--- src/rtl/sat_pkg.sv ---
// Shared SAT encodings: stateVal codes understood by the clause/CNF enable decoder,
// plus the sequencer FSM state enum and small decode helpers.
package sat_pkg;

   localparam int CLAUSE_W_DEF = 8;
   localparam int LIT_W_DEF    = 4;

   typedef enum logic [1:0] {
      RESET_SAT      = 2'b00,
      COMPUTE_CLAUSE = 2'b01,
      COMPUTE_CNF    = 2'b10,
      RESET_CLAUSE   = 2'b11
   } state_val_t;

   typedef enum logic [2:0] {
      SEQ_IDLE,
      SEQ_INIT,
      SEQ_CLAUSE,
      SEQ_CNF,
      SEQ_RCLR,
      SEQ_DONE
   } seq_state_t;

   // DONE keeps RESET_CLAUSE's code so the decoder leaves the CNF result untouched.
   function automatic state_val_t state_val_of(input seq_state_t s);
      case (s)
         SEQ_CLAUSE:         return COMPUTE_CLAUSE;
         SEQ_CNF:            return COMPUTE_CNF;
         SEQ_RCLR, SEQ_DONE: return RESET_CLAUSE;
         default:            return RESET_SAT;
      endcase
   endfunction

   function automatic logic is_busy(input seq_state_t s);
      return (s == SEQ_INIT) || (s == SEQ_CLAUSE) || (s == SEQ_CNF) || (s == SEQ_RCLR);
   endfunction

endpackage

--- src/rtl/sat_idx_counter.sv ---
// Clear/increment index counter with a terminal-compare flag; holds at the terminal
// value instead of wrapping.
module sat_idx_counter #(
   parameter int W = 8
) (
   input  logic         clk,
   input  logic         resetN,
   input  logic         clr,
   input  logic         inc,
   input  logic [W-1:0] term,
   output logic [W-1:0] count,
   output logic         at_term
);

   logic [W-1:0] count_reg;

   always_ff @(posedge clk or negedge resetN) begin
      if (!resetN) begin
         count_reg <= '0;
      end else if (clr) begin
         count_reg <= '0;
      end else if (inc && !at_term) begin
         count_reg <= count_reg + W'(1);
      end
   end

   assign count   = count_reg;
   assign at_term = (count_reg == term);

endmodule

--- src/rtl/sat_sequencer.sv ---
// SAT run sequencer: INIT, then per clause L literal cycles, one CNF cycle and one clause clear.
// Optional SAT_SEQ_STALL_EN adds a stall input that freezes an active run.
module sat_sequencer
   import sat_pkg::*;
#(
   parameter int CLAUSE_W = CLAUSE_W_DEF,
   parameter int LIT_W    = LIT_W_DEF
) (
   input  logic                clk,
   input  logic                resetN,
   input  logic                start,
   input  logic                abort,
   input  logic [CLAUSE_W-1:0] num_clauses,
   input  logic [LIT_W-1:0]    lits_per_clause,
   output logic [1:0]          stateVal,
   output logic [CLAUSE_W-1:0] clause_idx,
   output logic [LIT_W-1:0]    lit_idx,
   output logic                busy,
   output logic                done,
   output logic                cfg_err
`ifdef SAT_SEQ_STALL_EN
   ,input logic                stall
`endif
);

   seq_state_t          state_reg, state_next;
   state_val_t          state_val_reg, state_val_next;
   logic                busy_reg, busy_next;
   logic                done_reg, done_next;
   logic                cfg_err_reg, cfg_err_next;
   logic [CLAUSE_W-1:0] n_reg;
   logic [LIT_W-1:0]    l_reg;

   logic idle_like, cfg_ok, start_accept, stall_eff;
   logic clause_last, lit_last;
   logic clause_clr, clause_inc, lit_clr, lit_inc;

   assign idle_like    = (state_reg == SEQ_IDLE) || (state_reg == SEQ_DONE);
   assign cfg_ok       = (num_clauses != '0) && (lits_per_clause != '0);
   assign start_accept = idle_like && start && !abort && cfg_ok;

`ifdef SAT_SEQ_STALL_EN
   assign stall_eff = stall && is_busy(state_reg);
`else
   assign stall_eff = 1'b0;
`endif

   always_ff @(posedge clk or negedge resetN) begin
      if (!resetN) begin
         state_reg     <= SEQ_IDLE;
         state_val_reg <= RESET_SAT;
         busy_reg      <= 1'b0;
         done_reg      <= 1'b0;
         cfg_err_reg   <= 1'b0;
         n_reg         <= '0;
         l_reg         <= '0;
      end else begin
         state_reg     <= state_next;
         state_val_reg <= state_val_next;
         busy_reg      <= busy_next;
         done_reg      <= done_next;
         cfg_err_reg   <= cfg_err_next;
         if (start_accept) begin
            n_reg <= num_clauses;
            l_reg <= lits_per_clause;
         end
      end
   end

   always_comb begin
      state_next = state_reg;
      case (state_reg)
         SEQ_IDLE, SEQ_DONE: if (start_accept) state_next = SEQ_INIT;
         SEQ_INIT:           state_next = SEQ_CLAUSE;
         SEQ_CLAUSE:         if (lit_last) state_next = SEQ_CNF;
         SEQ_CNF:            state_next = SEQ_RCLR;
         SEQ_RCLR:           state_next = clause_last ? SEQ_DONE : SEQ_CLAUSE;
         default:            state_next = SEQ_IDLE;
      endcase
      if (stall_eff) state_next = state_reg;
      if (abort)     state_next = SEQ_IDLE;
   end

   // Outputs are decoded from the next state so the registered copies line up with state_reg.
   always_comb begin
      state_val_next = state_val_of(state_next);
      busy_next      = is_busy(state_next);
      done_next      = (state_next == SEQ_DONE);
      cfg_err_next   = idle_like && start && !abort && !cfg_ok;
      clause_clr     = (state_next == SEQ_IDLE) || (state_next == SEQ_INIT);
      clause_inc     = (state_reg == SEQ_RCLR) && (state_next == SEQ_CLAUSE);
      lit_clr        = (state_next != SEQ_CLAUSE);
      lit_inc        = (state_reg == SEQ_CLAUSE) && !stall_eff && !lit_last;
   end

   sat_idx_counter #(.W(CLAUSE_W)) u_clause_cnt (
      .clk     (clk),
      .resetN  (resetN),
      .clr     (clause_clr),
      .inc     (clause_inc),
      .term    (n_reg - CLAUSE_W'(1)),
      .count   (clause_idx),
      .at_term (clause_last)
   );

   sat_idx_counter #(.W(LIT_W)) u_lit_cnt (
      .clk     (clk),
      .resetN  (resetN),
      .clr     (lit_clr),
      .inc     (lit_inc),
      .term    (l_reg - LIT_W'(1)),
      .count   (lit_idx),
      .at_term (lit_last)
   );

   assign stateVal = state_val_reg;
   assign busy     = busy_reg;
   assign done     = done_reg;
   assign cfg_err  = cfg_err_reg;

endmodule

--- config.mk ---
export PLATFORM = sky130hd
export DESIGN_NAME = sat_sequencer
export DESIGN_NICKNAME = d
export VERILOG_FILES = /design/src/rtl/sat_pkg.sv /design/src/rtl/sat_idx_counter.sv /design/src/rtl/sat_sequencer.sv
export SDC_FILE = /design/constraint.sdc
export NUM_CORES = 1
export LEC_CHECK = 0
export ABC_AREA = 1
export BUFFER_PORTS_ARGS = -buffer_cell sky130_fd_sc_hd__buf_2
export CORE_MARGIN = 3
export CORE_UTILIZATION = 34
export CTS_CLUSTER_DIAMETER = 120
export DETAILED_ROUTE_END_ITERATION = 6
export PLACE_DENSITY_LB_ADDON = 0.05
export SLEW_MARGIN = 25
export SYNTH_ARGS = -nofsm -noshare
export SYNTH_HDL_FRONTEND = slang
export SYNTH_SLANG_ARGS = --single-unit
--- constraint.sdc ---
create_clock -name clk -period 4.7 [get_ports clk]
set_input_delay 0.94 -clock clk [delete_from_list [all_inputs] [get_ports clk]]
set_output_delay 0.94 -clock clk [all_outputs]
set_load 0.02 [all_outputs]
==> impl_metrics.json <==
{
  "postRouteWirelength_um": 4517,
  "place_inst": 394,
  "die_y_um": 84.07,
  "clock_path_buffers": 2,
  "p_int_mw": 0.5299,
  "seqPwrFrac": 0.421,
  "finalCritPeriodShare": 0.4633,
  "cp.required_ns": 4.88,
  "tns_ns": 0,
  "yosys.area.top_type": "dfrtp_1",
  "core_region_area_um2": 5709,
  "synth_ff_type": "dfrtp_1",
  "die_width_um": 84.07,
  "p_sw_mw": 0.3059,
  "antenna_cells": 0,
  "vias_per_cell": 4.398,
  "synth_seq_cells": 32,
  "cts_resized": 0,
  "fin_cells": 402,
  "synth.yosys.warnings": 0,
  "synthArstFlopShare": 1.000,
  "skew_ns": 0.007056,
  "p_total_mw": 0.8358,
  "grtUsageMet2": 0.2209,
  "drv_cap": 0,
  "yosysMostFrequentCell": "nand2_1",
  "dp_hpwl_um": 3441,
  "syn_area_um2": 2072,
  "worstPathArrival_ns": 2.35,
  "cts_tree": "built",
  "synth_seq_area_share": 0.3865,
  "ioPinCount": 33,
  "grt_pass1_vias": 1660,
  "track_usage": 0.1344,
  "avgSynthCellArea_um2": 7.024,
  "fp.dieArea_um2": 7067,
  "worst_path_max_delay_cell": "nand4_2",
  "p_leak_nw": 1.377,
  "synth_cells": 295,
  "synthDistinctLibCells": 28,
  "maxSlewHeadroom": 0.5121,
  "grt-busiest-layer": "met2",
  "place_area_um2": 2286,
  "gp_congestion": 0.7860,
  "num_rows": 27,
  "route.detailed.drc": 0,
  "ant_nets": 0,
  "synth_fp_nets": 315,
  "synth_edf_count": 0,
  "drv_slew": 0,
  "fill_cells": 626,
  "root_buffer": "clkbuf_8",
  "cts-htree-levels": 2,
  "layout_min_cycle_time_ns": 2.178,
  "drt_iter0_markers": 98,
  "path_cells": "buf_2 > nor2_1 > nand2_1 > nor2_1 > nor2_1 > nand2_1 > nand2_1 > nand2_1 > nand2_1 > inv_1 > nand4_2 > inv_2 > nand2_1 > nand2_1 > nor2_1",
  "post_cts_buffers": 0,
  "cp-end-kind": "flip-flop",
  "fmax_ghz": 0.4592,
  "hold_viol": 0,
  "pwr-share-comb": 0.314,
  "rsz0062_at_grt": "false",
  "synthTopCellsByCount": "nand2_1 (88), inv_1 (43), nor2_1 (38)",
  "grt-ovfl-total": 0,
  "power_density_nw_per_um2": 351.4,
  "crit_fanout": 9,
  "portBuffers": 32,
  "worst-setup-path-type": "input port to flip-flop",
  "p_sw_frac": 0.3660,
  "wire_per_inst_um": 11.24,
  "clock-sinks": 32,
  "antenna_found_initial": 0,
  "finalNetCount": 349,
  "setup_viol": 0,
  "synth_area_leaders": "dfrtp_1 (39%), nand2_1 (16%), inv_1 (7.8%), nand3_1 (7.2%), nor2_1 (6.9%)",
  "cpPeakStageDelay_ns": 0.23,
  "start_kind": "input port",
  "hold_path_class": "flip-flop to flip-flop",
  "cts_hold_buf": 0,
  "grt_pass1_wl_um": 7624,
  "start_util": 0.3629,
  "worst_slew_pin_slew_ns": 0.7318,
  "finalInstanceArea_um2": 2379,
  "ir_drop_mv": 0.1908,
  "use_met3": 0.03455,
  "holdWs_ns": 0.5346,
  "use_met1": 0.1692,
  "grt_max_degree": 33,
  "cts_buffers": 5,
  "insertion_delay_ns": 0.29,
  "syn_to_final_growth_pct": 14.79,
  "crit_top_cell": "nand2_1",
  "outcome": "finished, final reports clean",
  "clkTransAtPathRegs_ns": 0.07,
  "drive_gt1_frac": 0.1727,
  "p_clk_frac": 0.265,
  "dr_total_vias": 1768,
  "yosysTopAreaCellShare": 0.3865,
  "drtPass1Iterations": 4
}
-- through the flow --
step             util  setup WS, ns
6_report       0.4166         2.522
3_3_place_gp   0.4004         2.233
3_5_place_dp   0.4004         2.204
2_1_floorplan       -         2.491
4_1_cts        0.4166         2.510
5_1_grt        0.4166         2.273
-- final timing paths --
check / from / to / slack [ns] / depth (start not counted)
max in group asynchronous: resetN / u_lit_cnt.count[3] / 3.52 / 1
min: l_reg[1] / l_reg[1] / 0.53 / 2
min reg2reg: l_reg[1] / l_reg[1] / 0.53 / 2
max reg2reg: n_reg[0] / u_clause_cnt.count[3] / 2.63 / 17
max: num_clauses[7] / u_clause_cnt.count[2] / 2.52 / 15
min in group asynchronous: resetN / n_reg[5] / 0.71 / 1
-- cell families after synthesis --
kind of cell    count (synthesis)  synth area share
compound gates                 16           0.03925
mux                             1          0.005434
xor+xnor                       17           0.07548
simple gates                  174            0.3665
buf+inv                        51            0.1027
flops                          32            0.3865
fa+ha+maj                       4           0.02416
-- critical path: cells and delay by family --
kind                   cells  cell delay (ns)
buffers and inverters      3             0.39
AND/OR/NAND/NOR           12             1.03
-- power groups by stage --
stage | sequential (mW) | clock, mW | combinational [mW]
floorplan | 0.354 | 0 | 0.206
CTS | 0.352 | 0.235 | 0.267
finish | 0.352 | 0.222 | 0.262
global route | 0.358 | 0.244 | 0.302
global placement | 0.357 | 0 | 0.264
detailed placement | 0.357 | 0 | 0.266
-- layout make-up --
cell class,count,area [µm²],share of cell area
Clock buffer,6,82.58,0.03472
Clock inverter,2,10.01,0.004208
Inverter,45,168.9,0.07102
Multi-Input combinational cell,212,1059,0.4450
Sequential cell,32,800.8,0.3367
Tap cell,72,90.09,0.03787
Timing Repair Buffer,33,167.7,0.07049
-- metal layers --
layer | routed length, µm | vias to the layer above
met1 | 2190 | 764
li1 | - | 971
met3 | 160 | 8
met4 | 78 | 0
met5 | 0 | -
met2 | 2087 | 25
-- layout by cell type, fill, tap and decap left out --
| cell type | netlist | routed |
|---|---|---|
| nand2_1 | 88 | 88 |
| inv_1 | 43 | 43 |
| nor2_1 | 38 | 38 |
| dfrtp_1 | 32 | 32 |
| buf_2 | 1 | 32 |
| nand3_1 | 30 | 30 |
| xor2_1 | 10 | 10 |
| a21oi_1 | 10 | 10 |
| xnor2_1 | 6 | 6 |
| clkbuf_8 | 0 | 6 |
| nand2_2 | 4 | 4 |
| nand4_1 | 4 | 4 |
| o21ai_0 | 4 | 4 |
| ha_1 | 4 | 4 |
| nor2_2 | 3 | 3 |
| nand3_2 | 2 | 2 |
| inv_2 | 2 | 2 |
| nand2_4 | 2 | 2 |
| clkinv_2 | 0 | 2 |
| xor2_2 | 1 | 1 |
| o21ai_1 | 1 | 1 |
| nor3_1 | 1 | 1 |
| a31oi_1 | 1 | 1 |
| nand3b_1 | 1 | 1 |
| nand4_2 | 1 | 1 |
| mux2_2 | 1 | 1 |
| buf_4 | 0 | 1 |
Note: power is estimated with default switching activity, not from simulation.
